===== config.mk =====
export PLATFORM = sky130hd
export DESIGN_NAME = hsv_cmd_arbiter_flat
export DESIGN_NICKNAME = d
export VERILOG_FILES = /design/src/rtl/hsv_cmd_arbiter_if.sv /design/src/rtl/hsv_cmd_arbiter.sv /design/src/flat_wrapper.sv
export SDC_FILE = /design/constraint.sdc
export NUM_CORES = 1
export LEC_CHECK = 0
export BUFFER_PORTS_ARGS = -buffer_cell sky130_fd_sc_hd__buf_2
export CAP_MARGIN = 20
export CORE_ASPECT_RATIO = 0.5
export CORE_UTILIZATION = 56
export CTS_CLUSTER_SIZE = 10
export DETAILED_ROUTE_END_ITERATION = 7
export GPL_TIMING_DRIVEN = 1
export PLACE_DENSITY = 0.8
export SYNTH_ARGS = -nofsm -noshare
export SYNTH_HDL_FRONTEND = slang
export SYNTH_SLANG_ARGS = --single-unit

===== constraint.sdc =====
create_clock -name clk_i -period 2.74 [get_ports clk_i]
set_input_delay 0.685 -clock clk_i [delete_from_list [all_inputs] [get_ports clk_i]]
set_output_delay 0.685 -clock clk_i [all_outputs]
set_load 0.01 [all_outputs]

===== src/rtl/hsv_cmd_arbiter_if.sv =====
// rtl/hsv_cmd_arbiter_if.sv - requester handshakes and command outputs of hsv_cmd_arbiter
interface hsv_cmd_arbiter_if;
  logic        a_valid;
  logic [1:0]  a_mode;
  logic [8:0]  a_hue;
  logic [7:0]  a_sat;
  logic [7:0]  a_val;
  logic        a_ready;
  logic        b_valid;
  logic [1:0]  b_mode;
  logic [8:0]  b_hue;
  logic [7:0]  b_sat;
  logic [7:0]  b_val;
  logic        b_ready;
  logic        err_clr;
  logic [26:0] cmd_data;
  logic        cmd_load;
  logic        cmd_busy;
  logic        last_grant;
  logic        err_hue;

  modport master (
    output a_valid, a_mode, a_hue, a_sat, a_val,
    output b_valid, b_mode, b_hue, b_sat, b_val,
    output err_clr,
    input  a_ready, b_ready, cmd_data, cmd_load, cmd_busy, last_grant, err_hue
  );

  modport slave (
    input  a_valid, a_mode, a_hue, a_sat, a_val,
    input  b_valid, b_mode, b_hue, b_sat, b_val,
    input  err_clr,
    output a_ready, b_ready, cmd_data, cmd_load, cmd_busy, last_grant, err_hue
  );
endinterface


===== src/rtl/hsv_cmd_arbiter.sv =====
// rtl/hsv_cmd_arbiter.sv - round-robin arbiter for two HSV command requesters with hue fix-up, duplicate drop and post-issue gap
module hsv_cmd_arbiter #(
  parameter logic [23:0] GAP_CYCLES   = 24'd99999,
  parameter logic        SUPPRESS_DUP = 1'b1
) (
  input  logic             clk_i,
  input  logic             reset_i,
  hsv_cmd_arbiter_if.slave bus
);
  localparam logic [26:0] RESET_CMD = {8'd80, 8'd80, 9'd0, 2'd0};

  typedef enum logic [1:0] {IDLE, ISSUE, GAP} state_e;

  state_e      state_q;
  logic [23:0] gap_cnt_q;
  logic        last_grant_q;
  logic        err_hue_q;
  logic        err_hue_d;
  logic        cmd_load_q;
  logic        cmd_busy_q;
  logic [26:0] last_cmd_q;

  logic        idle;
  logic        a_ready;
  logic        b_ready;
  logic        xfer;
  logic        hue_bad;
  logic        suppress;
  logic [1:0]  sel_mode;
  logic [8:0]  sel_hue;
  logic [8:0]  hue_fix;
  logic [7:0]  sel_sat;
  logic [7:0]  sel_val;
  logic [26:0] pkt;

  // On a tie the requester that did not win last time is served.
  assign idle    = (state_q == IDLE);
  assign a_ready = idle & bus.a_valid & (~bus.b_valid | last_grant_q);
  assign b_ready = idle & bus.b_valid & (~bus.a_valid | ~last_grant_q);
  assign xfer    = a_ready | b_ready;

  always_comb begin
    sel_mode = bus.a_mode;
    sel_hue  = bus.a_hue;
    sel_sat  = bus.a_sat;
    sel_val  = bus.a_val;
    if (b_ready) begin
      sel_mode = bus.b_mode;
      sel_hue  = bus.b_hue;
      sel_sat  = bus.b_sat;
      sel_val  = bus.b_val;
    end
  end

  assign hue_bad   = (sel_hue >= 9'd360);
  assign hue_fix   = hue_bad ? (sel_hue - 9'd360) : sel_hue;
  assign pkt       = {sel_val, sel_sat, hue_fix, sel_mode};
  assign suppress  = SUPPRESS_DUP && (pkt == last_cmd_q);
  assign err_hue_d = (xfer & hue_bad) | (err_hue_q & ~bus.err_clr);

  // last_cmd_q is both the issued-command output and the reference for duplicate suppression.
  always_ff @(posedge clk_i or negedge reset_i) begin
    if (!reset_i) begin
      state_q      <= IDLE;
      gap_cnt_q    <= 24'd0;
      last_grant_q <= 1'b1;
      err_hue_q    <= 1'b0;
      cmd_load_q   <= 1'b0;
      cmd_busy_q   <= 1'b0;
      last_cmd_q   <= RESET_CMD;
    end else begin
      err_hue_q <= err_hue_d;
      if (xfer) begin
        last_grant_q <= b_ready;
      end
      case (state_q)
        IDLE: begin
          if (xfer && !suppress) begin
            state_q    <= ISSUE;
            last_cmd_q <= pkt;
            cmd_load_q <= 1'b1;
            cmd_busy_q <= 1'b1;
          end
        end
        ISSUE: begin
          cmd_load_q <= 1'b0;
          if (GAP_CYCLES != 24'd0) begin
            state_q   <= GAP;
            gap_cnt_q <= 24'd0;
          end else begin
            state_q    <= IDLE;
            cmd_busy_q <= 1'b0;
          end
        end
        GAP: begin
          if (gap_cnt_q == GAP_CYCLES - 24'd1) begin
            state_q    <= IDLE;
            cmd_busy_q <= 1'b0;
          end else begin
            gap_cnt_q <= gap_cnt_q + 24'd1;
          end
        end
        default: begin
          state_q    <= IDLE;
          cmd_load_q <= 1'b0;
          cmd_busy_q <= 1'b0;
        end
      endcase
    end
  end

  assign bus.a_ready    = a_ready;
  assign bus.b_ready    = b_ready;
  assign bus.cmd_data   = last_cmd_q;
  assign bus.cmd_load   = cmd_load_q;
  assign bus.cmd_busy   = cmd_busy_q;
  assign bus.last_grant = last_grant_q;
  assign bus.err_hue    = err_hue_q;
endmodule


===== src/flat_wrapper.sv =====
// flat-port wrapper written by rule: the top's interface ports become plain ports
module hsv_cmd_arbiter_flat 
#(
  parameter logic [23:0] GAP_CYCLES   = 24'd99999,
  parameter logic        SUPPRESS_DUP = 1'b1
)
  (clk_i, reset_i, bus_a_valid, bus_a_mode, bus_a_hue, bus_a_sat, bus_a_val, bus_b_valid, bus_b_mode, bus_b_hue, bus_b_sat, bus_b_val, bus_err_clr, bus_a_ready, bus_b_ready, bus_cmd_data, bus_cmd_load, bus_cmd_busy, bus_last_grant, bus_err_hue);
  hsv_cmd_arbiter_if bus_i ();
  input  logic clk_i;
  input  logic reset_i;
  input wire logic [$bits(bus_i.a_valid)-1:0] bus_a_valid;
  input wire logic [$bits(bus_i.a_mode)-1:0] bus_a_mode;
  input wire logic [$bits(bus_i.a_hue)-1:0] bus_a_hue;
  input wire logic [$bits(bus_i.a_sat)-1:0] bus_a_sat;
  input wire logic [$bits(bus_i.a_val)-1:0] bus_a_val;
  input wire logic [$bits(bus_i.b_valid)-1:0] bus_b_valid;
  input wire logic [$bits(bus_i.b_mode)-1:0] bus_b_mode;
  input wire logic [$bits(bus_i.b_hue)-1:0] bus_b_hue;
  input wire logic [$bits(bus_i.b_sat)-1:0] bus_b_sat;
  input wire logic [$bits(bus_i.b_val)-1:0] bus_b_val;
  input wire logic [$bits(bus_i.err_clr)-1:0] bus_err_clr;
  output wire logic [$bits(bus_i.a_ready)-1:0] bus_a_ready;
  output wire logic [$bits(bus_i.b_ready)-1:0] bus_b_ready;
  output wire logic [$bits(bus_i.cmd_data)-1:0] bus_cmd_data;
  output wire logic [$bits(bus_i.cmd_load)-1:0] bus_cmd_load;
  output wire logic [$bits(bus_i.cmd_busy)-1:0] bus_cmd_busy;
  output wire logic [$bits(bus_i.last_grant)-1:0] bus_last_grant;
  output wire logic [$bits(bus_i.err_hue)-1:0] bus_err_hue;
  assign bus_i.a_valid = bus_a_valid;
  assign bus_i.a_mode = bus_a_mode;
  assign bus_i.a_hue = bus_a_hue;
  assign bus_i.a_sat = bus_a_sat;
  assign bus_i.a_val = bus_a_val;
  assign bus_i.b_valid = bus_b_valid;
  assign bus_i.b_mode = bus_b_mode;
  assign bus_i.b_hue = bus_b_hue;
  assign bus_i.b_sat = bus_b_sat;
  assign bus_i.b_val = bus_b_val;
  assign bus_i.err_clr = bus_err_clr;
  assign bus_a_ready = bus_i.a_ready;
  assign bus_b_ready = bus_i.b_ready;
  assign bus_cmd_data = bus_i.cmd_data;
  assign bus_cmd_load = bus_i.cmd_load;
  assign bus_cmd_busy = bus_i.cmd_busy;
  assign bus_last_grant = bus_i.last_grant;
  assign bus_err_hue = bus_i.err_hue;
  hsv_cmd_arbiter #(.GAP_CYCLES(GAP_CYCLES), .SUPPRESS_DUP(SUPPRESS_DUP)) u_core (.clk_i(clk_i), .reset_i(reset_i), .bus(bus_i));
endmodule

==> impl_metrics.ini <==
[logic_synthesis]
yosysWarnings = 0
syn_nets = 574
yosys.area.top_type = dfrtp_1
synth_simple_gate_area_share_pct = 21.4
synth_cells = 513
synth.avg_cell_area_um2 = 8.53
synth_top_family_by_area = compound AO/OA/AOI/OAI gates
ys_ff_latch = 57
synth_ff_type = dfrtp_1
yosys.area_share.xor_xnor_pct = 8.60
synth_cell_type_count = 68
synth.area.mux_share_pct = 5.52
synthAdderAreaFrac_pct = 0.572
synth_compound_area_share_pct = 24.8
seq_area_frac_synth_pct = 32.7
synthArstFlopShare_pct = 100
synthTopCellsByArea = dfrtp_1, mux2i_1, xor2_1, o32ai_1, a21oi_1
synth_top_area_share_pct = 29.7
syn_area_um2 = 4380
synth-edff-count = 0

[route]
drc = 0
vias = 4632
dr.pass1.iters = 5
drt-wirelength-per-cell_um = 17.0
antenna_left = 0
drt_iter0_drc = 531
via_per_inst = 6.29
finalWirelength_um = 12500

[die]
die-height_um = 64.5
start_util_pct = 58.7
core_um2 = 7460
die_width_um = 127
dieArea_um2 = 8200
ios = 92
row_count = 22

[setup_path]
critPathLaunch = u_core.state_q[0]
cp-end-kind = flop
critical_path_arrival_ns = 2.72
crit_fanout = 9
worst-path-buf-inv = 2
cp_slowest_cell = dfrtp_1
crit_path_start_kind = flop
critPathKind = flop to flop
cpLargestDelayFamily = compound AO/OA/AOI/OAI gates
cp_cell_sequence = nor2_4, nand2_4, buf_4, mux2i_1, a221oi_2, buf_4, nand4_1, o32ai_1, a31oi_1
r2r_start = u_core.state_q[0]
required_ns = 2.92
slowest_delay_ns = 0.46
cp_common_cell = buf_4

[cells_and_area]
layout-drive-gt1-share_pct = 27.2
num-fill-cells = 559
n_antenna_cell = 0
area_delta_synth_final_pct = 25.1
fin_area_um2 = 5480
final_common_cell = buf_2
final_cell_mix = buf_2, dfrtp_1, a21oi_1
nNetsFinal = 684
layoutNonFillerInstCount = 736

[sta]
rsz0062_at_grt = no
worst_hold_slack_ns = 0.367
tightest_slew_ns = 0.638
layout_setup_ws_ns = 0.202
finalCritPeriodShare_pct = 92.6
setup_viol = 0
maxSlewViolCount = 0
finClkSkew_ns = 0.00523
finalHoldViolCount = 0
fin_crit_ns = 2.54
max_freq_mhz = 394
relSlewSlack_pct = 57.2

[place]
io_buffers = 91
place_inst = 720
place_congestion = 0.963
preCtsSetupSlack_ns = -0.102
dp_hpwl_um = 8980
place_area_um2 = 5120

[status]
status = complete, no violations

[global_routing]
gr-total-overflow = 0
grt_first_pass_wirelength_um = 20600
grtUsageTotal_pct = 32.3
grt_pass1_vias = 4151
grt_max_degree = 49
antenna_found_initial = 0

[cts]
clk_pin_slew_ns = 0.05
root_buffer = clkbuf_16
cts_sinks = 57
clk_latency_ns = 0.33
cts_tree = done
h-tree-depth = 3
clockBufferDepth = 2
numCtsBuffers = 9

[power]
peakVddDrop_mv = 0.509
power.density_nw_per_um2 = 1020
p_leak_nw = 2.42
finalPower_mw = 5.57

[worst_hold_path]
min_path_type = input port to async pin

[flow_run]
cap_violations = 0
## where the power goes
| part | internal (mW) | switching, mW |
|---|---|---|
| logic | 1.11 | 1.59 |
| clock network | 0.912 | 0.392 |
| registers | 1.14 | 0.416 |
## worst paths after layout
check / slack [ns] / cells after the start / to
worst max-delay path: 0.20 / 9 / u_core.bus.cmd_data[21]
worst min-delay path: 0.37 / 1 / u_core.bus.cmd_data[4]
worst max register to register: 0.20 / 9 / u_core.bus.cmd_data[21]
worst min register to register: 0.54 / 2 / u_core.bus.err_hue
max in group asynchronous: 1.63 / 2 / u_core.bus.last_grant
min in group clk_i: 0.54 / 2 / u_core.bus.err_hue
## per-layer routing
layer	global-route usage, %	up-vias	part of all wire (%)
li1	-	2160	-
met1	44.2	2198	44
met2	50.9	249	45
met3	7.84	25	9.0
met4	9.23	0	1.5
met5	0	-	0
## worst reg2reg max path: stages, from the launching register on
cell	delay, ns
dfrtp_1	0.46
nor2_4	0.31
nand2_4	0.13
buf_4	0.20
mux2i_1	0.20
a221oi_2	0.39
buf_4	0.23
nand4_1	0.10
o32ai_1	0.28
a31oi_1	0.08
## Yosys cell counts, types with 2 or more instances
library cell and count:
xor2_1 26, o311a_1 2, buf_6 5, nor2b_1 13, o221ai_1 3, o21ai_0 13
a211oi_1 2, nand2b_1 11, or2_2 2, inv_1 27, nor4_1 4, nor3_1 14
a221oi_1 2, o2111a_1 2, a2111oi_0 4, buf_2 10, nand2_1 30, a21oi_1 40
and3_1 3, o22ai_1 3, mux2i_1 23, nand4_1 31, and2_1 4, dfstp_2 5
clkbuf_1 15, nand3_1 11, or3_1 5, o211a_1 3, a222oi_1 2, dfrtp_1 52
ha_1 2, nor2_1 39, o211ai_1 5, o21ai_1 2, a31oi_1 27, xnor2_1 17
o32ai_1 23
## what timing repair did
action	CTS	global route
setup buffers	0	0
endpoints found under the hold margin	0	0
resized for setup	0	2
hold buffers	0	0
endpoints found under the setup margin	0	23
## flip-flops by register name, indices dropped and copies added, names as in the netlist
| register | count |
|---|---|
| u_core.bus.cmd_load | 1 |
| u_core.bus.cmd_data | 27 |
| u_core.bus.err_hue | 1 |
| u_core.gap_cnt_q | 24 |
| u_core.bus.cmd_busy | 1 |
| u_core.state_q | 2 |
| u_core.bus.last_grant | 1 |
## area by class of cell
class / instances / area [um^2] / share of cell area [%]
repair buffers: 131 / 768 / 14.0
multi-input cells: 396 / 2690 / 49.1
flip-flops and latches: 57 / 1430 / 26.2
well taps: 108 / 135 / 2.47
inverters: 28 / 105 / 1.92
clock buffers: 11 / 243 / 4.43
clock inverters: 5 / 104 / 1.90
## cells by family (layout without fill, tap and decap cells)
family | after synthesis | in the layout
and+or+nand+nor | 177 | 177
xor gates and xnor gates | 43 | 43
muxes | 24 | 24
DFF | 57 | 57
adders and majority gates | 2 | 2
AOI/OAI and AO/OA | 150 | 150
buffers and inverters | 60 | 175
## through the flow
stage,util [%],TNS [ns]
after floorplan,-,0
after global placement,68.7,-1.65
after detailed placement,68.7,-1.52
after CTS,73.3,0
after global routing,73.4,0
final,73.4,0
Note: power is estimated with default switching activity, not from simulation.
